$ cat config.mk
export PLATFORM = sky130hd
export DESIGN_NAME = imem_arbiter
export DESIGN_NICKNAME = d
export VERILOG_FILES = /design/src/rtl/imem_arbiter_pkg.sv /design/src/rtl/imem_rr_arb.sv /design/src/rtl/imem_arbiter.sv
export SDC_FILE = /design/constraint.sdc
export NUM_CORES = 1
export LEC_CHECK = 0
export ABC_AREA = 1
export BUFFER_PORTS_ARGS = -buffer_cell sky130_fd_sc_hd__clkbuf_2
export CAP_MARGIN = 20
export CELL_PAD_IN_SITES_DETAIL_PLACEMENT = 1
export CELL_PAD_IN_SITES_GLOBAL_PLACEMENT = 1
export CORE_AREA = 5 5 174 176
export CTS_CLUSTER_DIAMETER = 40
export DETAILED_ROUTE_END_ITERATION = 6
export DIE_AREA = 0 0 179 181
export HOLD_SLACK_MARGIN = 0.03
export PLACE_DENSITY_LB_ADDON = 0.1
export SYNTH_ARGS = -nofsm -noshare
export SYNTH_HDL_FRONTEND = slang
export SYNTH_SLANG_ARGS = --single-unit
export TNS_END_PERCENT = 1
$ cat constraint.sdc
create_clock -name clk -period 1.4 [get_ports clk]
set_input_delay 0 -clock clk [delete_from_list [all_inputs] [get_ports clk]]
set_output_delay 0 -clock clk [all_outputs]
set_load 0.1 [all_outputs]
$ cat src/rtl/imem_arbiter_pkg.sv
// ----------------------------------------------------------------------------
// imem_arbiter_pkg: shared types and default sizes for the imem arbiter. Rev 1.0
// ----------------------------------------------------------------------------
`default_nettype none

package imem_arbiter_pkg;

  localparam int unsigned DEPTH_DEFAULT = 1025;
  localparam int unsigned AW_DEFAULT    = 64;
  localparam int unsigned DW_DEFAULT    = 64;

  typedef enum logic [0:0] {
    BOOT = 1'b0,
    RUN  = 1'b1
  } state_e;

  typedef enum logic [0:0] {
    LOAD  = 1'b0,
    FETCH = 1'b1
  } owner_e;

endpackage

`default_nettype wire

$ cat src/rtl/imem_rr_arb.sv
// ----------------------------------------------------------------------------
// imem_rr_arb: 2-way round-robin grant between loader and fetch. Rev 1.0
// ----------------------------------------------------------------------------
`default_nettype none

module imem_rr_arb
  import imem_arbiter_pkg::*;
(
  input  logic clk,
  input  logic rst_n,
  input  logic run_i,
  input  logic ld_req_i,
  input  logic fe_req_i,
  output logic ld_gnt_o,
  output logic fe_gnt_o
);

  owner_e last_grant_q, last_grant_d;

  always_comb begin
    ld_gnt_o     = 1'b0;
    fe_gnt_o     = 1'b0;
    last_grant_d = last_grant_q;
    if (rst_n) begin
      if (!run_i) begin
        ld_gnt_o = ld_req_i;
      end else if (ld_req_i && fe_req_i) begin
        // Contention goes to whoever did not win last time.
        ld_gnt_o = (last_grant_q == FETCH);
        fe_gnt_o = (last_grant_q == LOAD);
      end else begin
        ld_gnt_o = ld_req_i;
        fe_gnt_o = fe_req_i;
      end
    end
    if (run_i && ld_gnt_o) begin
      last_grant_d = LOAD;
    end else if (run_i && fe_gnt_o) begin
      last_grant_d = FETCH;
    end
  end

  always_ff @(posedge clk or negedge rst_n) begin
    if (!rst_n) begin
      last_grant_q <= FETCH;
    end else begin
      last_grant_q <= last_grant_d;
    end
  end

endmodule

`default_nettype wire

$ cat src/rtl/imem_arbiter.sv
// ----------------------------------------------------------------------------
// imem_arbiter: boot-loader / instruction-fetch arbiter for a 1-cycle memory. Rev 1.0
// ----------------------------------------------------------------------------
`default_nettype none

module imem_arbiter
  import imem_arbiter_pkg::*;
#(
  parameter int unsigned DEPTH = DEPTH_DEFAULT,
  parameter int unsigned AW    = AW_DEFAULT,
  parameter int unsigned DW    = DW_DEFAULT
) (
  input  logic          clk,
  input  logic          rst_n,
  input  logic          ld_valid,
  output logic          ld_ready,
  input  logic [AW-1:0] ld_addr,
  input  logic [DW-1:0] ld_data,
  input  logic          ld_last,
  output logic          ld_err,
  input  logic          fe_valid,
  output logic          fe_ready,
  input  logic [AW-1:0] fe_addr,
  output logic          fe_rvalid,
  output logic [DW-1:0] fe_rdata,
  output logic          fe_err,
  output logic          boot_done,
  output logic          mem_enable,
  output logic          mem_read,
  output logic [AW-1:0] mem_address,
  output logic [DW-1:0] mem_data_in,
  input  logic [DW-1:0] mem_data_out
);

  localparam logic [AW-1:0] DEPTH_A = AW'(DEPTH);

  state_e state_q, state_d;
  logic   boot_done_q, boot_done_d;
  logic   fe_rvalid_q, fe_rvalid_d;
  logic   fe_err_q, fe_err_d;
  logic   ld_err_q, ld_err_d;
  logic   ld_gnt, fe_gnt;
  logic   ld_oor, fe_oor;

  assign ld_oor = (ld_addr >= DEPTH_A);
  assign fe_oor = (fe_addr >= DEPTH_A);

  imem_rr_arb u_rr_arb (
    .clk      (clk),
    .rst_n    (rst_n),
    .run_i    (state_q == RUN),
    .ld_req_i (ld_valid),
    .fe_req_i (fe_valid),
    .ld_gnt_o (ld_gnt),
    .fe_gnt_o (fe_gnt)
  );

  assign ld_ready = ld_gnt;
  assign fe_ready = fe_gnt;

  // Out-of-range requests are accepted but never reach the memory.
  always_comb begin
    mem_enable  = 1'b0;
    mem_read    = 1'b1;
    mem_address = '0;
    mem_data_in = '0;
    if (ld_gnt) begin
      mem_enable  = !ld_oor;
      mem_read    = 1'b0;
      mem_address = ld_addr;
      mem_data_in = ld_data;
    end else if (fe_gnt) begin
      mem_enable  = !fe_oor;
      mem_address = fe_addr;
    end
  end

  always_comb begin
    state_d     = state_q;
    boot_done_d = boot_done_q;
    fe_rvalid_d = fe_gnt;
    fe_err_d    = fe_gnt && fe_oor;
    ld_err_d    = ld_gnt && ld_oor;
    unique case (state_q)
      BOOT: begin
        if (ld_gnt && ld_last) begin
          state_d     = RUN;
          boot_done_d = 1'b1;
        end
      end
      RUN: begin
        state_d = RUN;
      end
      default: begin
        state_d = BOOT;
      end
    endcase
  end

  always_ff @(posedge clk or negedge rst_n) begin
    if (!rst_n) begin
      state_q     <= BOOT;
      boot_done_q <= 1'b0;
      fe_rvalid_q <= 1'b0;
      fe_err_q    <= 1'b0;
      ld_err_q    <= 1'b0;
    end else begin
      state_q     <= state_d;
      boot_done_q <= boot_done_d;
      fe_rvalid_q <= fe_rvalid_d;
      fe_err_q    <= fe_err_d;
      ld_err_q    <= ld_err_d;
    end
  end

  assign boot_done = boot_done_q;
  assign fe_rvalid = fe_rvalid_q;
  assign fe_err    = fe_err_q;
  assign ld_err    = ld_err_q;
  assign fe_rdata  = (fe_rvalid_q && !fe_err_q) ? mem_data_out : '0;

endmodule

`default_nettype wire
Yosys cells after proc, flatten, opt, wreduce, memory -nomap -nowiden --
Index checks and enable logic that the tools add are counted. W data, S select, Z words.
Cells by class: bitwise logic cells 2, reductions and logical operators 12, mux-type cells 17, $lt $le $gt $ge 2
Operator list (number):
- $mux W64 | 4
- $ge A64 B11 Y1 const B | 2
- $mux W1 | 12
- $logic_and A1 B1 Y1 | 7
- $logic_not A1 Y1 | 3
- $not A1 Y1 | 2
- $pmux W1 S2 | 1
- $reduce_and A2 Y1 | 1
- $reduce_bool A2 Y1 | 1
Storage, ports and cells: flip-flop bits (word level) 6, output and inout port bits 200

Logic depth before layout (Yosys ltp) --
word-level depth 7, depth in mapped cells 11, mapped depth without buffers 11

Cells and area by module --
Synthesis repeated with hierarchy kept, for this count alone.
Unflattened totals: cells, all modules 562, area total of the unflattened synthesis 2568.7 µm²
Modules (own cells, without submodules):
- imem_arbiter | times used 1, area each 2493.6 µm², cells each 550, seq. area each 125.1 µm²
- imem_rr_arb | times used 1, area each 75.1 µm², cells each 12, seq. area each 26.3 µm²

Worst setup path after synthesis --
OpenSTA, ideal clock, no wires.
path type register to output, start point reg u_rr_arb.last_grant_q, end point out mem_address[37], arrival 3.034 ns, buffers on the path 1, cell stages (with the launch flop) 6, slack -1.634 ns, cells stage by stage dfstp_2 > o21ai_2 > nor2_4 > inv_2 > buf_2 > o21ai_0
Between the ends: word-level cells in the longest chain between the ends 6
Ends and longest elaborated chain:
- start, declared | RTL line imem_rr_arb.sv:18 | owner_e last_grant_q, last_grant_d;
- start signal, assigned | RTL line imem_rr_arb.sv:47 | last_grant_q <= last_grant_d;
- $not A1 Y1 | RTL line imem_rr_arb.sv:30 | fe_gnt_o = (last_grant_q == LOAD);
- $mux W1 | RTL line imem_rr_arb.sv:27 | end else if (ld_req_i && fe_req_i) begin
- $mux W1 | RTL line imem_rr_arb.sv:25 | if (!run_i) begin
- $mux W1 | RTL line imem_rr_arb.sv:24 | if (rst_n) begin
- $mux W64 | RTL line imem_arbiter.sv:72 | end else if (fe_gnt) begin
- $mux W64 (*) | RTL line imem_arbiter.sv:67 | if (ld_gnt) begin
- end, declared | RTL line imem_arbiter.sv:30 | output logic [AW-1:0] mem_address,
Every way passes the cells marked *; elsewhere a longest branch is shown, timed or not.

Final worst setup path --
start point reg u_rr_arb.last_grant_q, end point out mem_address[33]
The elaborated chain is that of the path after synthesis.

==> results.yml <==
status:
  status: "finished, violations left"
  violations: "setup timing"
global_route:
  grt_max_degree: 32
  grt_overflow_total: 0
  grt_first_pass_wirelength_um: 34800
  grt_pass1_vias: 5634
  grt_use_total_pct: 14.0
  antenna_found_initial: 1
yosys:
  synth_cell_types: 18
  syn_area_mm2: 0.00256
  synth_area_per_cell_um2: 4.54
  synth_fp_nets: 826
  ys_seq_area_share_pct: 5.91
  syn-instance-count: 565
  ys_ff_latch: 6
  yosys_warnings: 0
timing:
  fin_crit_sh_pct: 124
  fin_crit_ns: 1.74
  finClkSkew_ns: 0.00418
  setup-violations-final: 132
  slew_headroom_pct: 61.9
  rsz0062_at_grt: "yes"
  slew_violations: 0
  fmax_mhz: 575
  setup_slack_ns: -0.338
  hold_viol: 0
  worstMarginPinSlew_ns: 0.573
floorplanning:
  ios: 461
  start_util_pct: 9.00
  die_w_um: 179
  coreArea_mm2: 0.0285
  die_y_um: 181
  row_count: 62
  die_area_mm2: 0.0324
layout:
  area_growth_pct: 265
  final_nets: 1288
  multi_input_area_mm2: 0.00228
  post_route_cells_drive_above_1_share_pct: 62.7
  regArea_um2: 151
  n_fill_cell: 3420
  final_common_cell: "clkbuf_2"
  final_cell_mix: "264 x clkbuf_2, 205 x buf_12, 198 x inv_1, 64 x nor2_1, 60 x nor2_4"
  fin_cells: 1411
power:
  p_sw_share_pct: 59.9
  p_seq_share_pct: 3.4
  peakVddDrop_uv: 302
  power_frac_comb_pct: 88.2
  p_leak_nw: 4.77
  p_clk_share_pct: 8.4
  power.switching_mw: 3.43
  powerDensity_mw_per_mm2: 614
  p_int_mw: 2.30
route:
  routed-via-count: 5117
  wl_per_cell_um: 17.3
  first_iter_violations: 70
  routed_via_density: 3.63
  drt_pass1_iterations: 4
  route.detailed.drc: 0
  ant_nets: 0
  wl_um: 24500
setup_path:
  endpoint_kind: "output port"
  crit_required_ns: 1.40
  critPathLaunchType: "flop"
  worstSetupPathType: "flop to output port"
  crit_fanout: 18
  crit_top_cell: "buf_12"
  crit_chain: "o21ai_2 -> nor2_4 -> clkinv_4 -> buf_12 -> buf_6 -> o21ai_4 -> buf_12"
  cp.arrival_ns: 1.74
  cp_slowest_cell: "dfstp_2"
  critPathMaxStageDelay_ns: 0.53
cts:
  cts-htree-levels: 1
  clock-sinks: 6
  root_buffer: "clkbuf_16"
  path_clk_slew_ns: 0.04
  cts_buffer_depth: 2
  cts_buffers: 3
  cts_tree: "done"
  post_cts_buffers: 0
  clock_latency_ns: 0.23
placed_design:
  portBuffers: 460
  gp_congestion: 0.816
  dp.cells: 1403
  dp.final_hpwl_um: 22000
  pre_cts_ws_ns: -0.211
job:
  maxCapViolations: 0
min_path:
  hp-class: "primary input to asynchronous set/reset pin"
power groups by stage:
stage / sequential, mW / combinational, mW / clock (mW)
5_1_grt: 0.198 / 5.26 / 0.504
6_report: 0.196 / 5.06 / 0.479
4_1_cts: 0.196 / 5.06 / 0.487
3_3_place_gp: 0.198 / 4.78 / 0
3_5_place_dp: 0.198 / 4.78 / 0
2_1_floorplan: 0.245 / 2.72 / 0
cell families (layout without fill, tap and decap cells):
family	count (synthesis)	count (layout)	share of synthesized area, %
AO/OA/AOI/OAI	69	69	17.9
buffers and inverters	229	690	36.2
flip-flops	6	6	5.91
other	0	1	0
AND/OR/NAND/NOR	261	261	40.0
worst max-delay path, delay by kind of cell (launching register included):
kind / cells / cell delay, ns
buffers and inverters: 4 / 0.61
AOI/OAI and AO/OA: 2 / 0.21
and+or+nand+nor: 1 / 0.15
DFF: 1 / 0.53
state kept, by name, indices dropped and copies added (netlist names):
register,count
state_q,1
fe_rvalid,1
fe_err,1
boot_done,1
u_rr_arb.last_grant_q,1
ld_err,1
stage by stage:
stage / area [um2] / setup TNS (ns) / hold slack, ns / utilization (%) / total power, mW
detailed placement: 8340 / -16.22 / -0.182 / 29.3 / 4.98
global placement: 8340 / -15.64 / -0.176 / 29.3 / 4.97
CTS: 9210 / -42.27 / 0.161 / 32.3 / 5.74
floorplan: 2560 / -192.73 / -0.296 / - / 2.96
global route: 9340 / -48.54 / 0.192 / 32.8 / 5.96
finish: 9340 / -37.65 / 0.172 / 32.8 / 5.73
area by class of cell:
cell class              instances  share of cell area [%]
flip-flops and latches          6                    1.62
clock buffers                   4                   0.844
multi-input cells             330                    24.4
well taps                     384                    5.14
inverters                     202                    8.22
repair buffers                484                    59.8
diodes                          1                  0.0268
path summary, 6_finish.rpt:
path / start / slack (ns) / to / cells past startpoint
min reg2reg: boot_done$_DFFE_PN0P_ / 0.50 / boot_done$_DFFE_PN0P_ / 1
max reg2reg: u_rr_arb.last_grant_q$_DFFE_PN1P_ / 0.09 / fe_err$_DFF_PN0_ / 7
min in group clk: fe_valid / 0.21 / u_rr_arb.last_grant_q$_DFFE_PN1P_ / 5
min: rst_n / 0.17 / boot_done$_DFFE_PN0P_ / 2
max: u_rr_arb.last_grant_q$_DFFE_PN1P_ / -0.34 / mem_address[33] / 7
max in group asynchronous: rst_n / 0.84 / u_rr_arb.last_grant_q$_DFFE_PN1P_ / 3
Yosys cell counts:
cell type,instances,share of area (%)
o21ai_2,1,0.34
nand3_1,21,4.1
inv_2,2,0.29
buf_2,9,1.8
inv_1,200,29
a22o_1,21,7.2
dfrtp_1,5,4.9
nand2_1,52,7.6
nor2_4,1,0.44
nand4_1,5,1.2
o21bai_1,1,0.29
dfstp_2,1,1.0
buf_4,9,2.6
nor2_1,182,27
o21ai_0,24,4.7
o22ai_1,22,5.4
clkbuf_1,6,0.88
buf_6,3,1.3
per-layer routing:
layer	global-route usage (%)	vias to the layer above	wire, um
met4	2.36	0	282
met5	0	-	0
met3	4.68	10	2380
met2	27.3	245	13300
met1	14.4	2321	8440
li1	-	2541	-
what timing repair did:
action	CTS	global route
hold buffers	2	0
cloned	0	1
endpoints found under the setup margin	187	193
endpoints found under the hold margin	7	0
gates resized for setup	211	27
pin swaps	2	2
Power figures use the tool's default switching activity.
